<file path="src/rtl/sht40_meas_sequencer_pkg.sv">
// Shared definitions for the SHT40 measurement sequencer: FSM state encoding,
// CRC-8 parameters, SHT40 command set and receive-frame byte layout.
package sht40_meas_sequencer_pkg;

  // Sequencer states; encoding is visible on Seq_State_Out.
  typedef enum logic [2:0] {
    ST_IDLE        = 3'd0,
    ST_WR_REQ      = 3'd1,
    ST_WR_WAIT     = 3'd2,
    ST_MEAS_WAIT   = 3'd3,
    ST_RD_REQ      = 3'd4,
    ST_RD_DATA     = 3'd5,
    ST_PERIOD_WAIT = 3'd6,
    ST_FAULT       = 3'd7
  } seq_state_e;

  // Sensirion CRC-8: poly x^8+x^5+x^4+1, init 0xFF, no reflection, no final xor.
  localparam logic [7:0] CRC8_POLY = 8'h31;
  localparam logic [7:0] CRC8_INIT = 8'hFF;

  // SHT40 bus address and measurement commands.
  localparam logic [6:0] SHT40_I2C_ADDR       = 7'h44;
  localparam logic [7:0] SHT40_CMD_MEAS_HIGH  = 8'hFD;
  localparam logic [7:0] SHT40_CMD_MEAS_MED   = 8'hF6;
  localparam logic [7:0] SHT40_CMD_MEAS_LOW   = 8'hE0;
  localparam logic [7:0] SHT40_CMD_SOFT_RESET = 8'h94;

  // Measurement read frame layout.
  localparam int unsigned RX_FRAME_BYTES = 6;
  localparam int unsigned BYTE_CNT_W     = 3;
  localparam int unsigned IDX_T_MSB      = 0;
  localparam int unsigned IDX_T_LSB      = 1;
  localparam int unsigned IDX_T_CRC      = 2;
  localparam int unsigned IDX_RH_MSB     = 3;
  localparam int unsigned IDX_RH_LSB     = 4;
  localparam int unsigned IDX_RH_CRC     = 5;

endpackage

</file>
<file path="src/rtl/sht_crc8.sv">
// Combinational Sensirion CRC-8 over one 16-bit word sent MSB byte first.
// Ports: msb_i/lsb_i - data bytes in transmission order; crc_o - CRC result.
module sht_crc8
  import sht40_meas_sequencer_pkg::*;
(
  input  logic [7:0] msb_i,
  input  logic [7:0] lsb_i,
  output logic [7:0] crc_o
);

  logic [15:0] word;
  logic [7:0]  crc;

  // Bit-serial MSB-first CRC unrolled over all 16 data bits.
  always_comb begin
    word = {msb_i, lsb_i};
    crc  = CRC8_INIT;
    for (int i = 15; i >= 0; i--) begin
      if (crc[7] ^ word[i]) begin
        crc = (crc << 1) ^ CRC8_POLY;
      end else begin
        crc = crc << 1;
      end
    end
    crc_o = crc;
  end

endmodule

</file>
<file path="src/rtl/sht40_meas_sequencer.sv">
// SHT40 measurement sequencer: drives an i2c_master through write-command,
// conversion wait and 6-byte read, checks both CRCs, publishes raw words,
// retries failed measurements and latches a fault after MAX_RETRY failures.
// Ports:
//   clk, Reset                         - clock, synchronous active-high reset
//   Enable, Single_Shot                - periodic mode level / one-shot pulse
//   Cmd_Valid, Cmd_Ready, Cmd_Read     - transfer request handshake to master
//   Peripheral_Address, Command_Data_Frames - constant address and command
//   Rx_Data, Rx_Valid                  - received byte stream
//   Xfer_Done, Xfer_Nack               - transfer completion and NACK status
//   Temperature_Output, Humidity_Output - last CRC-good raw words
//   Sample_Valid                       - one-cycle pulse per new sample
//   CRC_Error, Sensor_Fault, Busy      - status flags
//   Seq_State_Out                      - current FSM state
module sht40_meas_sequencer
  import sht40_meas_sequencer_pkg::*;
#(
  parameter logic [6:0]  SENSOR_ADDR      = SHT40_I2C_ADDR,
  parameter logic [7:0]  MEAS_CMD         = SHT40_CMD_MEAS_HIGH,
  parameter int unsigned MEAS_WAIT_CYCLES = 1000,
  parameter int unsigned PERIOD_CYCLES    = 5000,
  parameter int unsigned MAX_RETRY        = 3
) (
  input  logic        clk,
  input  logic        Reset,
  input  logic        Enable,
  input  logic        Single_Shot,
  output logic        Cmd_Valid,
  input  logic        Cmd_Ready,
  output logic        Cmd_Read,
  output logic [6:0]  Peripheral_Address,
  output logic [7:0]  Command_Data_Frames,
  input  logic [7:0]  Rx_Data,
  input  logic        Rx_Valid,
  input  logic        Xfer_Done,
  input  logic        Xfer_Nack,
  output logic [15:0] Temperature_Output,
  output logic [15:0] Humidity_Output,
  output logic        Sample_Valid,
  output logic        CRC_Error,
  output logic        Sensor_Fault,
  output logic        Busy,
  output logic [2:0]  Seq_State_Out
);

  localparam int unsigned MAX_WAIT = (MEAS_WAIT_CYCLES > PERIOD_CYCLES) ?
                                     MEAS_WAIT_CYCLES : PERIOD_CYCLES;
  localparam int unsigned CNT_W    = (MAX_WAIT > 2) ? $clog2(MAX_WAIT) : 1;
  localparam int unsigned RETRY_W  = $clog2(MAX_RETRY + 1);

  seq_state_e           state_q, state_d;
  logic [CNT_W-1:0]     cnt_q, cnt_d;
  logic [RETRY_W-1:0]   retry_q, retry_d, retry_inc;
  logic [BYTE_CNT_W-1:0] byte_cnt_q, byte_cnt_d;
  logic [7:0]           rx_buf_q [RX_FRAME_BYTES];
  logic [7:0]           rx_buf_d [RX_FRAME_BYTES];
  logic                 periodic_q, periodic_d;
  logic [15:0]          temp_q, temp_d;
  logic [15:0]          hum_q, hum_d;
  logic                 sample_valid_q, sample_valid_d;
  logic                 crc_err_q, crc_err_d;
  logic                 fault_q, fault_d;
  logic                 busy_q, busy_d;
  logic                 cmd_valid_q, cmd_valid_d;
  logic                 cmd_read_q, cmd_read_d;
  logic                 retry_fail;
  logic                 frame_full;
  logic [7:0]           crc_t, crc_rh;
  logic                 crc_ok;

  // Byte capture; a byte arriving with Xfer_Done is merged before evaluation.
  always_comb begin
    byte_cnt_d = byte_cnt_q;
    rx_buf_d   = rx_buf_q;
    if (state_q == ST_RD_REQ) begin
      byte_cnt_d = '0;
    end else if ((state_q == ST_RD_DATA) && Rx_Valid &&
                 (byte_cnt_q < BYTE_CNT_W'(RX_FRAME_BYTES))) begin
      rx_buf_d[byte_cnt_q] = Rx_Data;
      byte_cnt_d           = byte_cnt_q + BYTE_CNT_W'(1);
    end
  end

  assign frame_full = (byte_cnt_d == BYTE_CNT_W'(RX_FRAME_BYTES));

  sht_crc8 u_crc_t (
    .msb_i (rx_buf_d[IDX_T_MSB]),
    .lsb_i (rx_buf_d[IDX_T_LSB]),
    .crc_o (crc_t)
  );

  sht_crc8 u_crc_rh (
    .msb_i (rx_buf_d[IDX_RH_MSB]),
    .lsb_i (rx_buf_d[IDX_RH_LSB]),
    .crc_o (crc_rh)
  );

  assign crc_ok    = (crc_t == rx_buf_d[IDX_T_CRC]) && (crc_rh == rx_buf_d[IDX_RH_CRC]);
  assign retry_inc = retry_q + RETRY_W'(1);

  // Next-state and registered-output logic.
  always_comb begin
    state_d        = state_q;
    cnt_d          = cnt_q;
    retry_d        = retry_q;
    periodic_d     = periodic_q;
    temp_d         = temp_q;
    hum_d          = hum_q;
    sample_valid_d = 1'b0;
    crc_err_d      = crc_err_q;
    retry_fail     = 1'b0;

    unique case (state_q)
      ST_IDLE: begin
        if (Enable || Single_Shot) begin
          state_d    = ST_WR_REQ;
          periodic_d = Enable;
          retry_d    = '0;
        end
      end
      ST_WR_REQ: begin
        if (Cmd_Ready) state_d = ST_WR_WAIT;
      end
      ST_WR_WAIT: begin
        if (Xfer_Done) begin
          if (Xfer_Nack) begin
            retry_fail = 1'b1;
          end else begin
            state_d = ST_MEAS_WAIT;
            cnt_d   = CNT_W'(MEAS_WAIT_CYCLES - 1);
          end
        end
      end
      ST_MEAS_WAIT: begin
        if (cnt_q == '0) state_d = ST_RD_REQ;
        else             cnt_d   = cnt_q - CNT_W'(1);
      end
      ST_RD_REQ: begin
        if (Cmd_Ready) state_d = ST_RD_DATA;
      end
      ST_RD_DATA: begin
        if (Xfer_Done) begin
          if (Xfer_Nack || !frame_full) begin
            retry_fail = 1'b1;
          end else if (!crc_ok) begin
            crc_err_d  = 1'b1;
            retry_fail = 1'b1;
          end else begin
            temp_d         = {rx_buf_d[IDX_T_MSB], rx_buf_d[IDX_T_LSB]};
            hum_d          = {rx_buf_d[IDX_RH_MSB], rx_buf_d[IDX_RH_LSB]};
            sample_valid_d = 1'b1;
            crc_err_d      = 1'b0;
            retry_d        = '0;
            cnt_d          = CNT_W'(PERIOD_CYCLES - 1);
            // A dropped Enable ends periodic mode after this sample.
            state_d        = (periodic_q && Enable) ? ST_PERIOD_WAIT : ST_IDLE;
          end
        end
      end
      ST_PERIOD_WAIT: begin
        if (cnt_q == '0) state_d = Enable ? ST_WR_REQ : ST_IDLE;
        else             cnt_d   = cnt_q - CNT_W'(1);
      end
      ST_FAULT: begin
        state_d = ST_FAULT;
      end
      default: begin
        state_d = ST_IDLE;
      end
    endcase

    // Failed attempt: restart from the write, or give up at the retry limit.
    if (retry_fail) begin
      retry_d = retry_inc;
      state_d = (retry_inc >= RETRY_W'(MAX_RETRY)) ? ST_FAULT : ST_WR_REQ;
    end

    // Flags registered from the next state so they line up with state_q.
    cmd_valid_d = (state_d == ST_WR_REQ) || (state_d == ST_RD_REQ);
    cmd_read_d  = (state_d == ST_RD_REQ);
    busy_d      = (state_d != ST_IDLE) && (state_d != ST_FAULT);
    fault_d     = (state_d == ST_FAULT);
  end

  // State and output registers.
  always_ff @(posedge clk) begin
    if (Reset) begin
      state_q        <= ST_IDLE;
      cnt_q          <= '0;
      retry_q        <= '0;
      byte_cnt_q     <= '0;
      rx_buf_q       <= '{default: '0};
      periodic_q     <= 1'b0;
      temp_q         <= 16'h0000;
      hum_q          <= 16'h0000;
      sample_valid_q <= 1'b0;
      crc_err_q      <= 1'b0;
      fault_q        <= 1'b0;
      busy_q         <= 1'b0;
      cmd_valid_q    <= 1'b0;
      cmd_read_q     <= 1'b0;
    end else begin
      state_q        <= state_d;
      cnt_q          <= cnt_d;
      retry_q        <= retry_d;
      byte_cnt_q     <= byte_cnt_d;
      rx_buf_q       <= rx_buf_d;
      periodic_q     <= periodic_d;
      temp_q         <= temp_d;
      hum_q          <= hum_d;
      sample_valid_q <= sample_valid_d;
      crc_err_q      <= crc_err_d;
      fault_q        <= fault_d;
      busy_q         <= busy_d;
      cmd_valid_q    <= cmd_valid_d;
      cmd_read_q     <= cmd_read_d;
    end
  end

  assign Cmd_Valid           = cmd_valid_q;
  assign Cmd_Read            = cmd_read_q;
  assign Peripheral_Address  = SENSOR_ADDR;
  assign Command_Data_Frames = MEAS_CMD;
  assign Temperature_Output  = temp_q;
  assign Humidity_Output     = hum_q;
  assign Sample_Valid        = sample_valid_q;
  assign CRC_Error           = crc_err_q;
  assign Sensor_Fault        = fault_q;
  assign Busy                = busy_q;
  assign Seq_State_Out       = state_q;

endmodule

</file>
<file path="config.mk">
export PLATFORM = sky130hd
export DESIGN_NAME = sht40_meas_sequencer
export DESIGN_NICKNAME = d
export VERILOG_FILES = /design/src/rtl/sht40_meas_sequencer_pkg.sv /design/src/rtl/sht_crc8.sv /design/src/rtl/sht40_meas_sequencer.sv
export SDC_FILE = /design/constraint.sdc
export NUM_CORES = 1
export LEC_CHECK = 0
export CAP_MARGIN = 20
export CORE_MARGIN = 2
export CORE_UTILIZATION = 55
export CTS_BUF_LIST = sky130_fd_sc_hd__clkbuf_8
export DETAILED_ROUTE_END_ITERATION = 8
export DONT_BUFFER_PORTS = 1
export PLACE_DENSITY = 0.7
export SLEW_MARGIN = 0
export SYNTH_ARGS = -nofsm -noshare
export SYNTH_HDL_FRONTEND = slang
export SYNTH_SLANG_ARGS = --single-unit
</file>
<file path="constraint.sdc">
create_clock -name clk -period 10.2 [get_ports clk]
set_input_delay 1.53 -clock clk [delete_from_list [all_inputs] [get_ports clk]]
set_output_delay 1.53 -clock clk [all_outputs]
set_load 0.05 [all_outputs]
</file>
==> qor.yml <==
timing:
  drv_slew: 0
  fin_crit_sh: 0.572
  slew_headroom: 0.297
  rsz0062_at_grt: "no"
  finalSetupViolCount: 0
  tns_ps: 0
  clock.fmax_mhz: 172
  skew_ps: 22.9
  min_period_ps: 5830
  hold_violations: 0
  tightestPinTransition_ps: 1050
hold_path:
  hold_path.class: "flip-flop to flip-flop"
  hold_start: "cnt_q[12]"
setup_path:
  r2r-end: "cnt_q[4]"
  slowest_delay_ps: 1030
  critPathBufInv: 1
  endpoint_kind: "flip-flop"
  crit_chain: "nand4b_4 -> nor2_2 -> mux2i_1 -> xnor2_1 -> xnor2_1 -> xor2_1 -> nand3_1 -> a211oi_1 -> o2111ai_4 -> buf_4 -> a21o_1 -> or3_1 -> a21oi_1"
  crit_fanout: 44
  r2r_cells: 13
  worstSetupPathType: "flip-flop to flip-flop"
  cpMostUsedCell: "xnor2_1"
  crit_arrival_ps: 6160
  critPathLaunchType: "flip-flop"
  r2r-start: "Seq_State_Out[2]"
  r2r_setup_slack_ps: 4370
  worst_path_dominant_cell_family: "simple AND/OR/NAND/NOR gates"
  crit_slowest_cell: "dfxtp_1"
  crit_cells: 13
  cp.required_ps: 10530
  crit_end: "cnt_q[4]"
  crit_path_start: "Seq_State_Out[2]"
synth:
  yosysTopAreaCell: "dfxtp_1"
  syn_inst: 717
  syn_area_mm2: 0.00657
  synth_warnings: 0
  synth_edf_count: 0
  synth-main-ff-cell: "dfxtp_1"
  synth_seq_area_share: 0.329
  ys_ff_latch: 108
  synthTopCellsByArea: "dfxtp_1 33%, mux2i_1 9.7%, xnor2_1 8.1%"
  netlist.area_leader.share: 0.329
  syn_avg_cell_area_um2: 9.17
  yosysUniqueCellTypes: 72
  async_flop_share: 0
die:
  rows: 39
  die_h_um: 113
  io-pin-count: 72
  die_w_um: 113
  start_util: 0.568
  die_area_mm2: 0.0128
  core-area_mm2: 0.0116
final_layout:
  n_antenna_cell: 0
  n_fill_cell: 1043
  area_delta_synth_final_pct: 2.51
  final_cell_mix: "108 x dfxtp_1, 87 x nor2_1, 64 x mux2i_1, 61 x xnor2_1, 43 x a21oi_1"
  drive_gt1_frac: 0.0875
  final_nets: 700
  final_common_cell: "dfxtp_1"
  fin_area_mm2: 0.00674
power_and_ir_drop:
  peakVddDrop_mv: 0.140
  powerDensity_mw_per_mm2: 172
  clkPwrFrac: 0.252
  sequentialPowerShare: 0.439
  internal_power_mw: 0.735
  combPwrFrac: 0.309
  swShare: 0.365
  netSwitchingPower_mw: 0.422
  leakagePower_nw: 2.79
global_route:
  grt.met2_usage: 0.406
  grt_max_degree: 83
  antenna_found_initial: 0
  grt-ovfl-total: 0
  grt_pass1_wl_um: 24000
  grt_use_met3: 0.0568
  busiest_layer: "met2"
  use_met1: 0.291
  track_usage: 0.238
  grt_pass1_vias: 4700
clock_network:
  clockRootBuffer: "clkbuf_8"
  clkSinkCount: 108
  cts_resized: 0
  clkSlewWorstSetupHoldPaths_ps: 100
  cts_buffers: 9
  worstSkewPairLatency_ps: 410
  htreeDepth: 3
  clock_path_buffers: 2
  hold_buffers: 0
  cts_tree: "yes"
  post_cts_buffers: 0
detailed_routing:
  num_vias: 4795
  first_iter_violations: 213
  ant_nets: 0
  viasPerCell: 5.78
  drc: 0
  first_pass_iters: 5
  drt-total-wl_um: 14800
  wl_per_cell_um: 17.8
flow_run:
  cap_viol_max_count: 0
run_status:
  outcome: "completed"
placed_design:
  place_hpwl_um: 10400
  portBuffers: 0
  place_area_mm2: 0.00652
  gp_congestion: 0.872
## stage by stage
step | utilization | power, mW | setup slack (ps) | instances | hold WS, ps
floorplan | - | 0.819 | 5320 | 730 | 437
global placement | 0.564 | 0.853 | 4250 | 813 | 439
detailed placement | 0.564 | 0.867 | 4090 | 813 | 457
CTS | 0.583 | 1.16 | 4430 | 829 | 471
global route | 0.583 | 1.22 | 3970 | 829 | 493
finish | 0.583 | 1.16 | 4370 | 829 | 469
## kinds of logic after synthesis
group / share of synthesized area
simple gates: 0.175
buf+inv: 0.0533
flops: 0.329
xor+xnor: 0.191
mux: 0.132
compound gates: 0.112
fa+ha+maj: 0.00571
other cells: 0.00114
## cell type report
class | instances | area (um^2) | share of cell area
tap | 143 | 179 | 0.0266
sequential | 108 | 2160 | 0.321
multi-input combinational | 551 | 4130 | 0.613
clock buffer | 9 | 124 | 0.0184
inverter | 9 | 33.8 | 0.00501
clock inverter | 7 | 97.6 | 0.0145
timing repair buffer | 2 | 15.0 | 0.00223
## tightest hold or removal path, delay by kind of cell, from the launching register on
family | cells | cell delay (ps)
and+or+nand+nor | 1 | 50
DFF | 1 | 330
AOI/OAI and AO/OA | 1 | 50
## registers in the layout, summed over array words and instances, names as in the netlist
signal              count
Seq_State_Out           3
rx_buf_q               48
Cmd_Read                1
Busy                    1
retry_q                 2
periodic_q              1
cnt_q                  13
Sample_Valid            1
Sensor_Fault            1
Humidity_Output        16
Temperature_Output     16
byte_cnt_q              3
CRC_Error               1
Cmd_Valid               1
## power by group through the flow
| stage | Combinational (mW) | Clock [mW] | Sequential, mW |
|---|---|---|---|
| 2_1_floorplan | 0.310 | 0 | 0.509 |
| 3_3_place_gp | 0.339 | 0 | 0.515 |
| 3_5_place_dp | 0.351 | 0 | 0.516 |
| 4_1_cts | 0.353 | 0.300 | 0.507 |
| 5_1_grt | 0.391 | 0.316 | 0.511 |
| 6_report | 0.357 | 0.292 | 0.508 |
## Yosys cell counts, drive strengths merged, types with 16 or more instances
cell type and n:
dfxtp 108, mux2i 66, a21oi 46, clkbuf 28, mux2 17, buf 34, xnor3 17, o21ai 20
and2 23, or2 16, xor2 30, nor2 88, xnor2 64, nand2 38
## layer usage
layer | part of all wire | wire length (um)
met4 | 0.018 | 271
met2 | 0.50 | 7390
met3 | 0.054 | 792
met5 | 0 | 0
met1 | 0.43 | 6330
## worst min-delay path by stage
stage	cells after the start	endpoint
after global routing	2	cnt_q[12]
final	2	cnt_q[12]
after floorplan	2	cnt_q[12]
after detailed placement	2	cnt_q[12]
after CTS	2	cnt_q[12]
after global placement	2	cnt_q[12]
Power figures use the tool's default switching activity.
